<file path="src/rtl/rect_plotter.sv">
// rect_plotter: latches a rectangle (x, y, w, h, colour) and emits one pixel
// per clock in raster order to the 160x120 VGA adapter; also offers a
// full-screen clear. Off-screen pixels are clipped without changing timing.
// Optional build macro: RECT_OUTLINE_EN (adds iOutline, border-only drawing).
module rect_plotter #(
  parameter int         X_SCREEN_PIXELS = 160,
  parameter int         Y_SCREEN_PIXELS = 120,
  parameter int         SIZE_BITS       = 4,
  parameter logic [2:0] CLEAR_COLOUR    = 3'b000
) (
  input  logic                 iClock,
  input  logic                 iReset,
  input  logic                 iStart,
  input  logic                 iClear,
  input  logic [7:0]           iX,
  input  logic [6:0]           iY,
  input  logic [SIZE_BITS-1:0] iW,
  input  logic [SIZE_BITS-1:0] iH,
  input  logic [2:0]           iColour,
`ifdef RECT_OUTLINE_EN
  input  logic                 iOutline,
`endif
  output logic [7:0]           oX,
  output logic [6:0]           oY,
  output logic [2:0]           oColour,
  output logic                 oPlot,
  output logic                 oBusy,
  output logic                 oDone
);

  localparam logic [1:0] S_IDLE  = 2'd0;
  localparam logic [1:0] S_DRAW  = 2'd1;
  localparam logic [1:0] S_CLEAR = 2'd2;

  localparam logic [7:0] X_LAST = 8'(X_SCREEN_PIXELS - 1);
  localparam logic [6:0] Y_LAST = 7'(Y_SCREEN_PIXELS - 1);

  logic [1:0]           r_state;
  logic [7:0]           r_x;
  logic [6:0]           r_y;
  logic [SIZE_BITS-1:0] r_w;
  logic [SIZE_BITS-1:0] r_h;
  logic [2:0]           r_col;
  logic [7:0]           r_dx;
  logic [6:0]           r_dy;
  logic                 r_fin;
  logic [7:0]           r_oX;
  logic [6:0]           r_oY;
  logic [2:0]           r_oColour;
  logic                 r_oPlot;
  logic                 r_oBusy;
  logic                 r_oDone;
`ifdef RECT_OUTLINE_EN
  logic                 r_outline;
  logic                 w_border;
`endif

  logic [8:0] w_sx;
  logic [7:0] w_sy;
  logic [7:0] w_x_last;
  logic [6:0] w_y_last;
  logic       w_at_x_end;
  logic       w_at_y_end;
  logic       w_in_screen;
  logic       w_plot;

  // Pixel address, sweep limits and plot enable for the current offset.
  // Clear mode reuses the draw datapath with origin (0,0) and screen-size limits.
  always_comb begin
    w_sx        = {1'b0, r_x} + {1'b0, r_dx};
    w_sy        = {1'b0, r_y} + {1'b0, r_dy};
    w_x_last    = (r_state == S_CLEAR) ? X_LAST : 8'(r_w) - 8'd1;
    w_y_last    = (r_state == S_CLEAR) ? Y_LAST : 7'(r_h) - 7'd1;
    w_at_x_end  = (r_dx == w_x_last);
    w_at_y_end  = (r_dy == w_y_last);
    w_in_screen = (w_sx < 9'(X_SCREEN_PIXELS)) && (w_sy < 8'(Y_SCREEN_PIXELS));
`ifdef RECT_OUTLINE_EN
    w_border    = (r_dx == 8'd0) || w_at_x_end || (r_dy == 7'd0) || w_at_y_end;
    w_plot      = (r_state == S_CLEAR) ? 1'b1
                : (w_in_screen && (!r_outline || w_border));
`else
    w_plot      = (r_state == S_CLEAR) ? 1'b1 : w_in_screen;
`endif
  end

  // Request acceptance, raster sweep and completion handshake.
  always_ff @(posedge iClock or posedge iReset) begin
    if (iReset) begin
      r_state   <= S_IDLE;
      r_x       <= '0;
      r_y       <= '0;
      r_w       <= '0;
      r_h       <= '0;
      r_col     <= '0;
      r_dx      <= '0;
      r_dy      <= '0;
      r_fin     <= 1'b0;
      r_oX      <= '0;
      r_oY      <= '0;
      r_oColour <= '0;
      r_oPlot   <= 1'b0;
      r_oBusy   <= 1'b0;
      r_oDone   <= 1'b0;
`ifdef RECT_OUTLINE_EN
      r_outline <= 1'b0;
`endif
    end else begin
      case (r_state)
        S_IDLE: begin
          r_oPlot <= 1'b0;
          r_dx    <= '0;
          r_dy    <= '0;
          r_fin   <= 1'b0;
          if (iClear) begin
            r_state <= S_CLEAR;
            r_x     <= '0;
            r_y     <= '0;
            r_oBusy <= 1'b1;
            r_oDone <= 1'b0;
`ifdef RECT_OUTLINE_EN
            r_outline <= 1'b0;
`endif
          end else if (iStart) begin
            r_x   <= iX;
            r_y   <= iY;
            r_w   <= iW;
            r_h   <= iH;
            r_col <= iColour;
`ifdef RECT_OUTLINE_EN
            r_outline <= iOutline;
`endif
            // An empty rectangle completes on the accepting edge itself.
            if ((iW == '0) || (iH == '0)) begin
              r_oDone <= 1'b1;
            end else begin
              r_state <= S_DRAW;
              r_oBusy <= 1'b1;
              r_oDone <= 1'b0;
            end
          end
        end
        S_DRAW, S_CLEAR: begin
          if (r_fin) begin
            r_state <= S_IDLE;
            r_oPlot <= 1'b0;
            r_oBusy <= 1'b0;
            r_oDone <= 1'b1;
          end else begin
            r_oX      <= w_sx[7:0];
            r_oY      <= w_sy[6:0];
            r_oColour <= (r_state == S_CLEAR) ? CLEAR_COLOUR : r_col;
            r_oPlot   <= w_plot;
            if (w_at_x_end) begin
              r_dx <= '0;
              if (w_at_y_end) r_fin <= 1'b1;
              else            r_dy  <= r_dy + 7'd1;
            end else begin
              r_dx <= r_dx + 8'd1;
            end
          end
        end
        default: r_state <= S_IDLE;
      endcase
    end
  end

  assign oX      = r_oX;
  assign oY      = r_oY;
  assign oColour = r_oColour;
  assign oPlot   = r_oPlot;
  assign oBusy   = r_oBusy;
  assign oDone   = r_oDone;

endmodule
</file>
<file path="config.mk">
export PLATFORM = sky130hd
export DESIGN_NAME = rect_plotter
export DESIGN_NICKNAME = d
export VERILOG_FILES = /design/src/rtl/rect_plotter.sv
export SDC_FILE = /design/constraint.sdc
export NUM_CORES = 1
export LEC_CHECK = 0
export CORE_ASPECT_RATIO = 1.25
export CORE_UTILIZATION = 28
export DETAILED_ROUTE_END_ITERATION = 7
export PLACE_DENSITY = 0.48
export RECOVER_POWER = 100
export SLEW_MARGIN = 0
export SYNTH_ARGS = -nofsm -noshare
export SYNTH_HDL_FRONTEND = slang
export SYNTH_SLANG_ARGS = --single-unit
</file>
<file path="constraint.sdc">
create_clock -name iClock -period 3.33 [get_ports iClock]
set_clock_uncertainty 0.1 [all_clocks]
set_input_delay 0.666 -clock iClock [delete_from_list [all_inputs] [get_ports iClock]]
set_output_delay 0.666 -clock iClock [all_outputs]
set_load 0.05 [all_outputs]
</file>
-- Word-level counts from Yosys, hierarchy flattened
Cells that the tools add are included.
- bits in registers: 65
- input bits: 30
- logic and storage cells: 87
- bitwise operators: 2
- $lt $le $gt $ge: 2
- eq/ne operators: 10
- $add $sub $neg: 6
- reductions and logical operators: 16
- muxes and demuxes: 36
- operators by type and width (operator ; count):
    $mux 7 ; 6
    $mux 8 ; 5
    $pmux 8 s2 ; 1
    $pmux 7 s2 ; 1
    $mux 1 ; 13
    $sub 4x1->5 const B ; 2
    $add 8x8->9 ; 1
    $lt 9x8->1 const B ; 1
    $reduce_and 3->1 ; 3
    $add 7x7->8 ; 1
    $add 8x1->8 const B ; 1
    $eq 8x8->1 ; 1
    $logic_not 4->1 ; 2
    $lt 8x7->1 const B ; 1
    $mux 2 ; 4
    $ne 2x2->1 const B ; 4
    $pmux 1 s2 ; 4
    $reduce_and 4->1 ; 2
    $add 7x1->7 const B ; 1
    $eq 7x7->1 ; 1
    $ne 3x3->1 const B ; 2
    $reduce_and 2->1 ; 3
    $pmux 2 s2 ; 1
    $reduce_bool 2->1 ; 2
    8 further kinds ; 9

-- Depth between registers and ports, before layout
Gate-level depths: netlist of run 1.
- word-level depth: 7
- depth in mapped cells: 11

-- Worst setup path after synthesis of run 1
OpenSTA, ideal clock, no wires.
- path kind: register -> register
- start: register r_state[0]
- end: register r_dy[5]
- cell stages (with the launch flop): 12
- path buffers: 1
- arrival time: 2.198 ns
- period minus slack after synthesis: 2.425 ns
- path slack: 0.905 ns
- required time: 3.103 ns
- cell sequence: dfrtp_1 > inv_1 > ha_1 > buf_6 > clkinv_2 > a21oi_1 > a2111oi_4 > nand4_4 > a221oi_4 > nand4_1 > xor2_1 > nor2_1
- longest elaborated chain between the ends: 5
- elaborated cells between the ends (all ways): 14
- classes of those cells: 7 x eq/ne; 3 x mux; 4 x reduce/logical
- RTL lines (what ; RTL line ; RTL):
    start: declaration ; 38 ; logic [1:0] r_state;
    start signal: assignment ; 89 ; r_state <= S_IDLE;
    start signal: assignment ; 115 ; r_state <= S_CLEAR;
    start signal: assignment ; 136 ; r_state <= S_DRAW;
    $eq 2x2->1 ; 72, 73, 108 ;
    $mux 8 / $mux 7 (equally long branches) ; 72, 73 ;
    $eq 8x8->1 / $eq 7x7->1 (equally long branches) ; 74, 75 ;
    $ne 2x2->1 (no source line) ; -- ;
    $reduce_and 4->1 (no source line) ; -- ;
    end signal: assignment ; 156 ; else r_dy <= r_dy + 7'd1;
    end: declaration ; 45 ; logic [6:0] r_dy;
Parallel ways exist; a longest one is shown, timed or not.
A chain may end at the register's enable or synchronous reset.

-- Final worst setup path of run 1
- start: input iClear
- end: register r_col[0]
- longest elaborated chain between the ends: 2
- RTL lines (what ; RTL line ; RTL):
    start: declaration ; 14 ; input logic iClear,
    $not 1->1 (no source line) ; -- ;
    $reduce_and 3->1 (no source line) ; -- ;
    end signal: assignment ; 128 ; r_col <= iColour;
    end: declaration ; 43 ; logic [2:0] r_col;
Every way passes these cells.

==> results of run 1 <==
[worst max-delay path: stages]
cell,delay [ps]
clkdlybuf4s50_1,450
nand2b_1,230
nor2_2,100
clkbuf_1,1090
mux2_2,430
[report_power, final]
| part | total (W) | switching (W) | internal [W] | leakage [nW] |
|---|---|---|---|---|
| Sequential | 0.00127 | 0.000224 | 0.00105 | 0.847 |
| Clock | 0.00105 | 0.000372 | 0.000678 | 0.159 |
| Combinational | 0.00197 | 0.00120 | 0.000762 | 1.11 |
| Total | 0.00429 | 0.00180 | 0.00249 | 2.11 |
[metal layers]
metal	vias to the layer above	share of wire [%]
met3	14	3.1
li1	1425	-
met2	50	46
met4	0	2.6
met1	1323	49
met5	-	0
[path summary, 6_finish.rpt]
check                                        from                    to  slack (ps)  cells past startpoint
max in group asynchronous                  iReset     oX[6]$_DFFE_PP0P_         680                      3
min in group asynchronous                  iReset    r_y[0]$_DFFE_PP0P_         910                      2
hold reg to reg                 oX[7]$_DFFE_PP0P_     oX[7]$_DFFE_PP0P_         360                      2
setup / recovery                           iClear  r_col[0]$_DFFE_PP0P_         460                      5
setup reg to reg           r_state[0]$_DFFE_PP0P_   r_dy[4]$_DFFE_PP0P_         480                     10
hold / removal                  oX[7]$_DFFE_PP0P_     oX[7]$_DFFE_PP0P_         360                      2
[layout make-up]
| type | instances | share of cell area (%) |
|---|---|---|
| clock buffers | 10 | 5.12 |
| clock inverters | 6 | 1.93 |
| inverters | 18 | 1.47 |
| multi-input cells | 270 | 40.8 |
| flip-flops and latches | 65 | 34.8 |
| well taps | 168 | 4.50 |
| repair buffers | 56 | 11.4 |
[per-stage QoR]
stage / std cells / setup slack, ps / hold WS, ps / util (%)
floorplan: 366 / 905 / 373 / -
global placement: 577 / 625 / 354 / 34.4
detailed placement: 577 / 576 / 359 / 34.4
CTS: 593 / 568 / 372 / 37.0
global route: 593 / 185 / 397 / 36.7
finish: 593 / 461 / 356 / 36.7
[sequential cells by signal, summed over array words and instances, names as in the netlist]
register / cells
oBusy: 1
oColour: 3
oDone: 1
oPlot: 1
oX: 8
oY: 7
r_col: 3
r_dx: 8
r_dy: 7
r_fin: 1
r_h: 4
r_state: 2
r_w: 4
r_x: 8
r_y: 7
[layout by cell type (no fill, tap or decap), types with 4 or more instances in the layout]
cell type	Yosys	final
nand2_1	46	46
inv_1	17	17
a21oi_1	11	11
nand2b_1	4	4
ha_1	22	22
o21ai_0	37	37
xnor2_1	10	10
mux2_2	9	9
clkdlybuf4s50_1	0	27
nor2b_1	6	6
a22o_1	15	15
dlygate4sd3_1	0	23
nand4_1	5	6
xor2_1	14	14
nand3_1	7	7
dfrtp_1	65	65
nor2_1	18	17
o31a_1	4	4
nor3_1	4	4
clkbuf_16	0	9
a21o_1	6	6
[cell families after synthesis]
kind of cell	share of synthesized area, %
compound gates	19.3
xor+xnor	5.73
fa+ha+maj	8.59
buf+inv	3.44
flops	44.3
mux	3.04
simple gates	15.6
==> impl_metrics.tcl, run 1 <==
set metrics [dict create \
    setup_tns_ps 0 \
    arrival_ps 2980 \
    cts_setup_buffers 0 \
    ys_types 58 \
    grt_pass1_vias 2818 \
    synthCells 366 \
    cp-end-kind "flip-flop" \
    grt_start_max_net_pins 40 \
    fin_crit_sh_pct 86.1 \
    p_total_w 0.00429 \
    drc 0 \
    ctsResizeCount 0 \
    syn_area_per_cell_um2 10.0 \
    die_width_um 104 \
    fill_cells 1295 \
    cts_hold_buf 0 \
    antenna_found_initial 0 \
    synth_enable_flop_cells 0 \
    via_per_inst 4.74 \
    dieArea_um2 13600 \
    vdd_ir_drop_max_v 0.000386 \
    top_usage_layer "met2" \
    finalCriticalPeriod_ps 2870 \
    seqCellArea_um2 1630 \
    portBuffers 50 \
    startpoint_type "input pin" \
    synth_nets 420 \
    hold_viol_final 0 \
    synthTopCellsByArea "dfrtp_1 (44%), ha_1 (7.5%), o21ai_0 (5.0%)" \
    fmax_mhz 349 \
    crit_type "in2reg" \
    power.density_nw_per_um2 918 \
    final_nets 474 \
    synth_common_cells "dfrtp_1 (65), nand2_1 (46), o21ai_0 (37)" \
    rows 46 \
    outcome "finished, violations left" \
    ioPinCount 51 \
    finalMaxSlewViolations 30 \
    yosysSeqAreaShare_pct 44.3 \
    grt_pass1_wl_mm 14.5 \
    overflow 0 \
    p_leak_nw 2.11 \
    clock_latency_ps 330 \
    clk_pin_slew_ps 60 \
    hp-class "reg2reg" \
    met3_usage_pct 2.95 \
    cts_max_level 3 \
    globalRouteMet1Util_pct 17.8 \
    globalplace.congestion 0.778 \
    syn2layout_area_growth_pct 27.3 \
    coreArea_um2 12700 \
    rsz0062_at_grt "no" \
    slew_headroom_pct -0.0512 \
    ys_seq_elements 65 \
    placedInstanceArea_um2 4380 \
    multi_input_area_um2 1900 \
    violations "capacitance limit, slew limit" \
    cts_sinks 65 \
    root_buffer "clkbuf_16" \
    dr.pass1.iters 4 \
    ant_nets 0 \
    antenna_cells 0 \
    synth.largest_area_cell "dfrtp_1" \
    synth_warnings 0 \
    wire_per_inst_um 14.5 \
    postLayoutCellArea_um2 4670 \
    path_max_fanout 30 \
    cts_tree "yes" \
    cts_max_path_buffers 2 \
    setup_viol 0 \
    tightestPinTransition_ps 1500 \
    start_util_pct 28.8 \
    yosys.area.top_type_share_pct 44.3 \
    dieHeight_um 130 \
    hpwl_mm 6.44 \
    grt_usage_pct 13.9 \
    async_flop_share_pct 100 \
    vias 2812 \
    initialDrtViolationCount 141 \
    drt-total-wl_mm 8.62 \
    netlist_area_um2 3670 \
    gr-usage-met2_pct 22.6 \
    yosys_most_used_dff "dfrtp_1" \
    critical_path_required_ps 3440 \
    cap_violations 1 \
    yosysMostFrequentCell "dfrtp_1" \
    drive_gt1_share_pct 9.18 \
    cts_made_buffers 9 \
]
Power figures use the tool's default switching activity.
==> run 2, diff against run 1 <==
--- a/config.mk
+++ b/config.mk
@@ -5,10 +5,11 @@
 export SDC_FILE = /design/constraint.sdc
 export NUM_CORES = 1
 export LEC_CHECK = 0
+export CAP_MARGIN = 20
 export CORE_ASPECT_RATIO = 1.25
-export CORE_UTILIZATION = 28
+export CORE_UTILIZATION = 25
 export DETAILED_ROUTE_END_ITERATION = 7
-export PLACE_DENSITY = 0.48
+export PLACE_DENSITY = 0.45
 export RECOVER_POWER = 100
 export SLEW_MARGIN = 0
 export SYNTH_ARGS = -nofsm -noshare
==> run 2 against run 1 <==
Net effect: the flow now finishes without violations; final cell count is 1.5% higher; via count grew 1.4%; wire length grew 3.9%; non-clock buffer count increased by 1; combinational power rose by 2%; maximum frequency is 1.8% lower; sequential cell count stayed put; count of clock-buffer cells in the layout grew 1; global-route usage fell by 1.1 points; clock power is essentially flat; final area rose by 0.51%; largest power group unchanged; highest routed layer unchanged.
==> impl_metrics.tcl, run 2 (same netlist as run 1, synthesis figures left out) <==
set metrics [dict create \
    fin_util_pct 32.7 \
    final_cell_mix "dfrtp_1 (65), nand2_1 (46), o21ai_0 (37)" \
    clock_latency_ps 330 \
    crit_type "reg2reg" \
    final_common_cell "dfrtp_1" \
    overflow 0 \
    p_total_w 0.00437 \
    ant_nets 0 \
    globalplace.congestion 0.762 \
    drt-total-wl_mm 8.96 \
    startpoint_type "flip-flop" \
    portBuffers 50 \
    final_nets 475 \
    wire_per_inst_um 14.9 \
    path_max_fanout 10 \
    cts_setup_buffers 0 \
    root_buffer "clkbuf_16" \
    setup_tns_ps 0 \
    die_width_um 110 \
    via_per_inst 4.74 \
    setup_viol 0 \
    setup_slack_ps 407 \
    cts_max_path_buffers 2 \
    ctsResizeCount 0 \
    clk_pin_slew_ps 50 \
    drive_gt1_share_pct 8.49 \
    grt_start_max_net_pins 39 \
    cts_max_level 3 \
    tightestPinTransition_ps 1250 \
    outcome "finished clean" \
    cts_sinks 65 \
    finalCriticalPeriod_ps 2920 \
    hpwl_mm 6.77 \
    ioPinCount 51 \
    critical_path_required_ps 3450 \
    syn2layout_area_growth_pct 27.9 \
    finalMaxSlewViolations 0 \
    fin_crit_sh_pct 87.8 \
    fill_cells 1501 \
    initialDrtViolationCount 102 \
    grt_pass1_vias 2777 \
    rows 49 \
    grt_usage_pct 12.8 \
    power.density_nw_per_um2 931 \
    cts_tree "yes" \
    p_leak_nw 2.12 \
    start_util_pct 25.6 \
    coreArea_um2 14300 \
    dieArea_um2 15200 \
    cts_hold_buf 0 \
    rsz0062_at_grt "no" \
    vdd_ir_drop_max_v 0.000351 \
    arrival_ps 3040 \
    grt_pass1_wl_mm 14.4 \
    cts_made_buffers 9 \
    hold_viol_final 0 \
    vias 2852 \
    slew_headroom_pct 17.0 \
    cap_violations 0 \
    antenna_found_initial 0 \
    post-place-ws_ps 504 \
    fmax_mhz 342 \
    antenna_cells 0 \
    dr.pass1.iters 4 \
    drc 0 \
    hp-class "reg2reg" \
    cp-end-kind "flip-flop" \
    dieHeight_um 137 \
]
[run 2: where the power goes]
part	switching [W]	internal, W	leakage (nW)	total, W
clock network	0.000339	0.000743	0.162	0.00108
registers	0.000231	0.00105	0.847	0.00128
logic	0.00124	0.000767	1.11	0.00201
[run 2: metrics by stage]
| step | hold slack [ps] | cell area [um^2] | cells |
|---|---|---|---|
| after global placement | 359 | 4400 | 588 |
| after detailed placement | 358 | 4400 | 588 |
| after global routing | 376 | 4690 | 602 |
| after floorplan | 373 | 3670 | 366 |
| final | 358 | 4690 | 602 |
| after CTS | 370 | 4730 | 602 |
[run 2: final cells by class]
class / count / area, um^2 / share of cell area [%]
clock inverter: 3 / 90.1 / 1.92
sequential: 65 / 1630 / 34.7
tap: 178 / 223 / 4.75
inverter: 18 / 68.8 / 1.47
clock buffer: 11 / 243 / 5.17
multi-input combinational: 270 / 1900 / 40.5
timing repair buffer: 57 / 539 / 11.5
[run 2: path summary, 6_finish.rpt]
kind                                  endpoint              startpoint  cells after the start  slack (ps)
max in group asynchronous  r_dx[4]$_DFFE_PP0P_                  iReset                      3         670
min                          oX[7]$_DFFE_PP0P_       oX[7]$_DFFE_PP0P_                      2         360
max reg2reg                r_dy[6]$_DFFE_PP0P_  r_state[0]$_DFFE_PP0P_                     10         410
min in group asynchronous   r_y[1]$_DFFE_PP0P_                  iReset                      2         920
min reg2reg                  oX[7]$_DFFE_PP0P_       oX[7]$_DFFE_PP0P_                      2         360
max                        r_dy[6]$_DFFE_PP0P_  r_state[0]$_DFFE_PP0P_                     10         410
[run 2: routing by layer]
| metal | vias to the layer above | share of wire [%] | global-route usage, % |
|---|---|---|---|
| met1 | 1354 | 48 | 16.5 |
| li1 | 1422 | - | - |
| met4 | 0 | 2.2 | 5.92 |
| met3 | 12 | 4.4 | 2.55 |
| met5 | - | 0 | 0 |
| met2 | 64 | 46 | 20.6 |
[run 2: worst max-delay path: stages, from the launching register on]
cell and delay [ps]:
dfrtp_1 370, inv_1 70, ha_1 350, clkinv_2 220, a21oi_1 130, a2111oi_4 420, nand4_4 190, a221oi_2 550
nand4_1 170, xor2_1 170, nor2_1 60
==> run 3, diff against run 2 <==
--- a/config.mk
+++ b/config.mk
@@ -9,6 +9,7 @@
 export CORE_ASPECT_RATIO = 1.25
 export CORE_UTILIZATION = 25
 export DETAILED_ROUTE_END_ITERATION = 7
+export MAX_ROUTING_LAYER = met4
 export PLACE_DENSITY = 0.45
 export RECOVER_POWER = 100
 export SLEW_MARGIN = 0
==> run 3 against run 2 <==
Net effect: via count is 0.18% higher; wire length up 0.15%; final cell count did not move; sequential cell count is the same; critical path type unchanged.
==> impl_metrics.tcl, run 3 (same netlist as run 1, synthesis figures left out) <==
set metrics [dict create \
    p_int_w 0.00256 \
    overflow 0 \
    ctsResizeCount 0 \
    clock_latency_ps 330 \
    cts_tree "yes" \
    fin_util_pct 32.7 \
    dp.cells 588 \
    dieArea_um2 15200 \
    vias 2857 \
    fmax_mhz 342 \
    hold_viol_final 0 \
    cp-end-kind "flip-flop" \
    antenna_found_initial 0 \
    fin_cells 602 \
    final_common_cell "dfrtp_1" \
    cts_hold_buf 0 \
    cts_max_level 3 \
    p_leak_nw 2.12 \
    finalMaxSlewViolations 0 \
    hp-class "reg2reg" \
    seqPwrFrac_pct 29.3 \
    setup_viol 0 \
    setup_tns_ps 0 \
    grt_start_max_net_pins 39 \
    cp_slowest_cell "a221oi_2" \
    final_nets 475 \
    wire_per_inst_um 14.9 \
    dr_wl_met2_mm 4.14 \
    antenna_cells 0 \
    grt_usage_pct 13.2 \
    crit_path_max_incr_delay_ps 550 \
    fin_crit_sh_pct 87.9 \
    rsz0062_at_grt "no" \
    critical_path_required_ps 3450 \
    met1_length_mm 4.24 \
    p_clk_share_pct 24.8 \
    p_comb_share_pct 45.9 \
    cts_made_buffers 9 \
    drc 0 \
    arrival_ps 3050 \
    drive_gt1_share_pct 8.49 \
    dieHeight_um 137 \
    grt_pass1_wl_mm 14.4 \
    finalCriticalPeriod_ps 2930 \
    slew_headroom_pct 17.5 \
    outcome "finished clean" \
    dr.pass1.iters 4 \
    via_per_inst 4.75 \
    cts_setup_buffers 0 \
    portBuffers 50 \
    die_width_um 110 \
    power.density_nw_per_um2 931 \
    dr_wl_met3_um 395 \
    crit_type "reg2reg" \
    highest_layer "met4" \
    cts_sinks 65 \
    rows 49 \
    globalplace.congestion 0.772 \
    root_buffer "clkbuf_16" \
    placedInstanceArea_um2 4400 \
    coreArea_um2 14300 \
    initialDrtViolationCount 118 \
    startpoint_type "flip-flop" \
    ioPinCount 51 \
    clk_pin_slew_ps 50 \
    grt_pass1_vias 2767 \
    ant_nets 0 \
    power_switching_w 0.00181 \
    cts_max_path_buffers 2 \
    setup_slack_ps 403 \
    post-place-ws_ps 504 \
    postLayoutCellArea_um2 4690 \
    p_sw_share_pct 41.4 \
    fill_cells 1501 \
    vdd_ir_drop_max_v 0.000351 \
    path_cells "inv_1 > ha_1 > clkinv_2 > a21oi_1 > a2111oi_4 > nand4_4 > a221oi_2 > nand4_1 > xor2_1 > nor2_1" \
    final_cell_mix "dfrtp_1 (65), nand2_1 (46), o21ai_0 (37)" \
    syn2layout_area_growth_pct 27.9 \
    start_util_pct 25.6 \
    cap_violations 0 \
    path_max_fanout 10 \
    drt-total-wl_mm 8.97 \
    tightestPinTransition_ps 1240 \
    hpwl_mm 6.77 \
]
## run 3: through the flow
stage,power (W),hold WS [ps]
final,0.00437,359
after global routing,0.00469,376
after CTS,0.00450,370
after detailed placement,0.00339,358
after global placement,0.00337,359
after floorplan,0.00277,373
## run 3: per-layer routing
| metal | global-route usage [%] | up-vias |
|---|---|---|
| met4 | 6.14 | 0 |
| li1 | - | 1421 |
| met1 | 16.5 | 1362 |
| met2 | 20.5 | 62 |
| met5 | - | - |
| met3 | 2.41 | 12 |
## run 3: layout make-up
| type | count | area, um^2 | area share (%) |
|---|---|---|---|
| inverters | 18 | 68.8 | 1.47 |
| well taps | 178 | 223 | 4.75 |
| flip-flops and latches | 65 | 1630 | 34.7 |
| clock inverters | 3 | 90.1 | 1.92 |
| repair buffers | 57 | 539 | 11.5 |
| multi-input cells | 270 | 1900 | 40.5 |
| clock buffers | 11 | 243 | 5.17 |
## run 3: worst paths after layout
path | end | startpoint | cells past startpoint | slack (ps)
max | r_dy[6]$_DFFE_PP0P_ | r_state[0]$_DFFE_PP0P_ | 10 | 400
min | oX[7]$_DFFE_PP0P_ | oX[7]$_DFFE_PP0P_ | 2 | 360
max in group asynchronous | r_dx[4]$_DFFE_PP0P_ | iReset | 3 | 670
min in group asynchronous | r_y[1]$_DFFE_PP0P_ | iReset | 2 | 920
max reg2reg | r_dy[6]$_DFFE_PP0P_ | r_state[0]$_DFFE_PP0P_ | 10 | 400
min reg2reg | oX[7]$_DFFE_PP0P_ | oX[7]$_DFFE_PP0P_ | 2 | 360
## run 3: power groups by stage
stage                     combinational (W)  sequential (W)  clock (W)
after floorplan                     0.00127         0.00150          0
after global placement              0.00208         0.00129          0
after detailed placement            0.00209         0.00130          0
after CTS                           0.00210         0.00129    0.00111
after global routing                0.00222         0.00132    0.00115
final                               0.00201         0.00128    0.00108
## run 3: critical path: cells and delay by family, from the launching register on
| family | cells | cell delay [ps] |
|---|---|---|
| adders and majority gates | 1 | 350 |
| xor gates and xnor gates | 1 | 170 |
| DFF | 1 | 370 |
| AOI/OAI and AO/OA | 3 | 1110 |
| and+or+nand+nor | 3 | 410 |
| buffers and inverters | 2 | 290 |
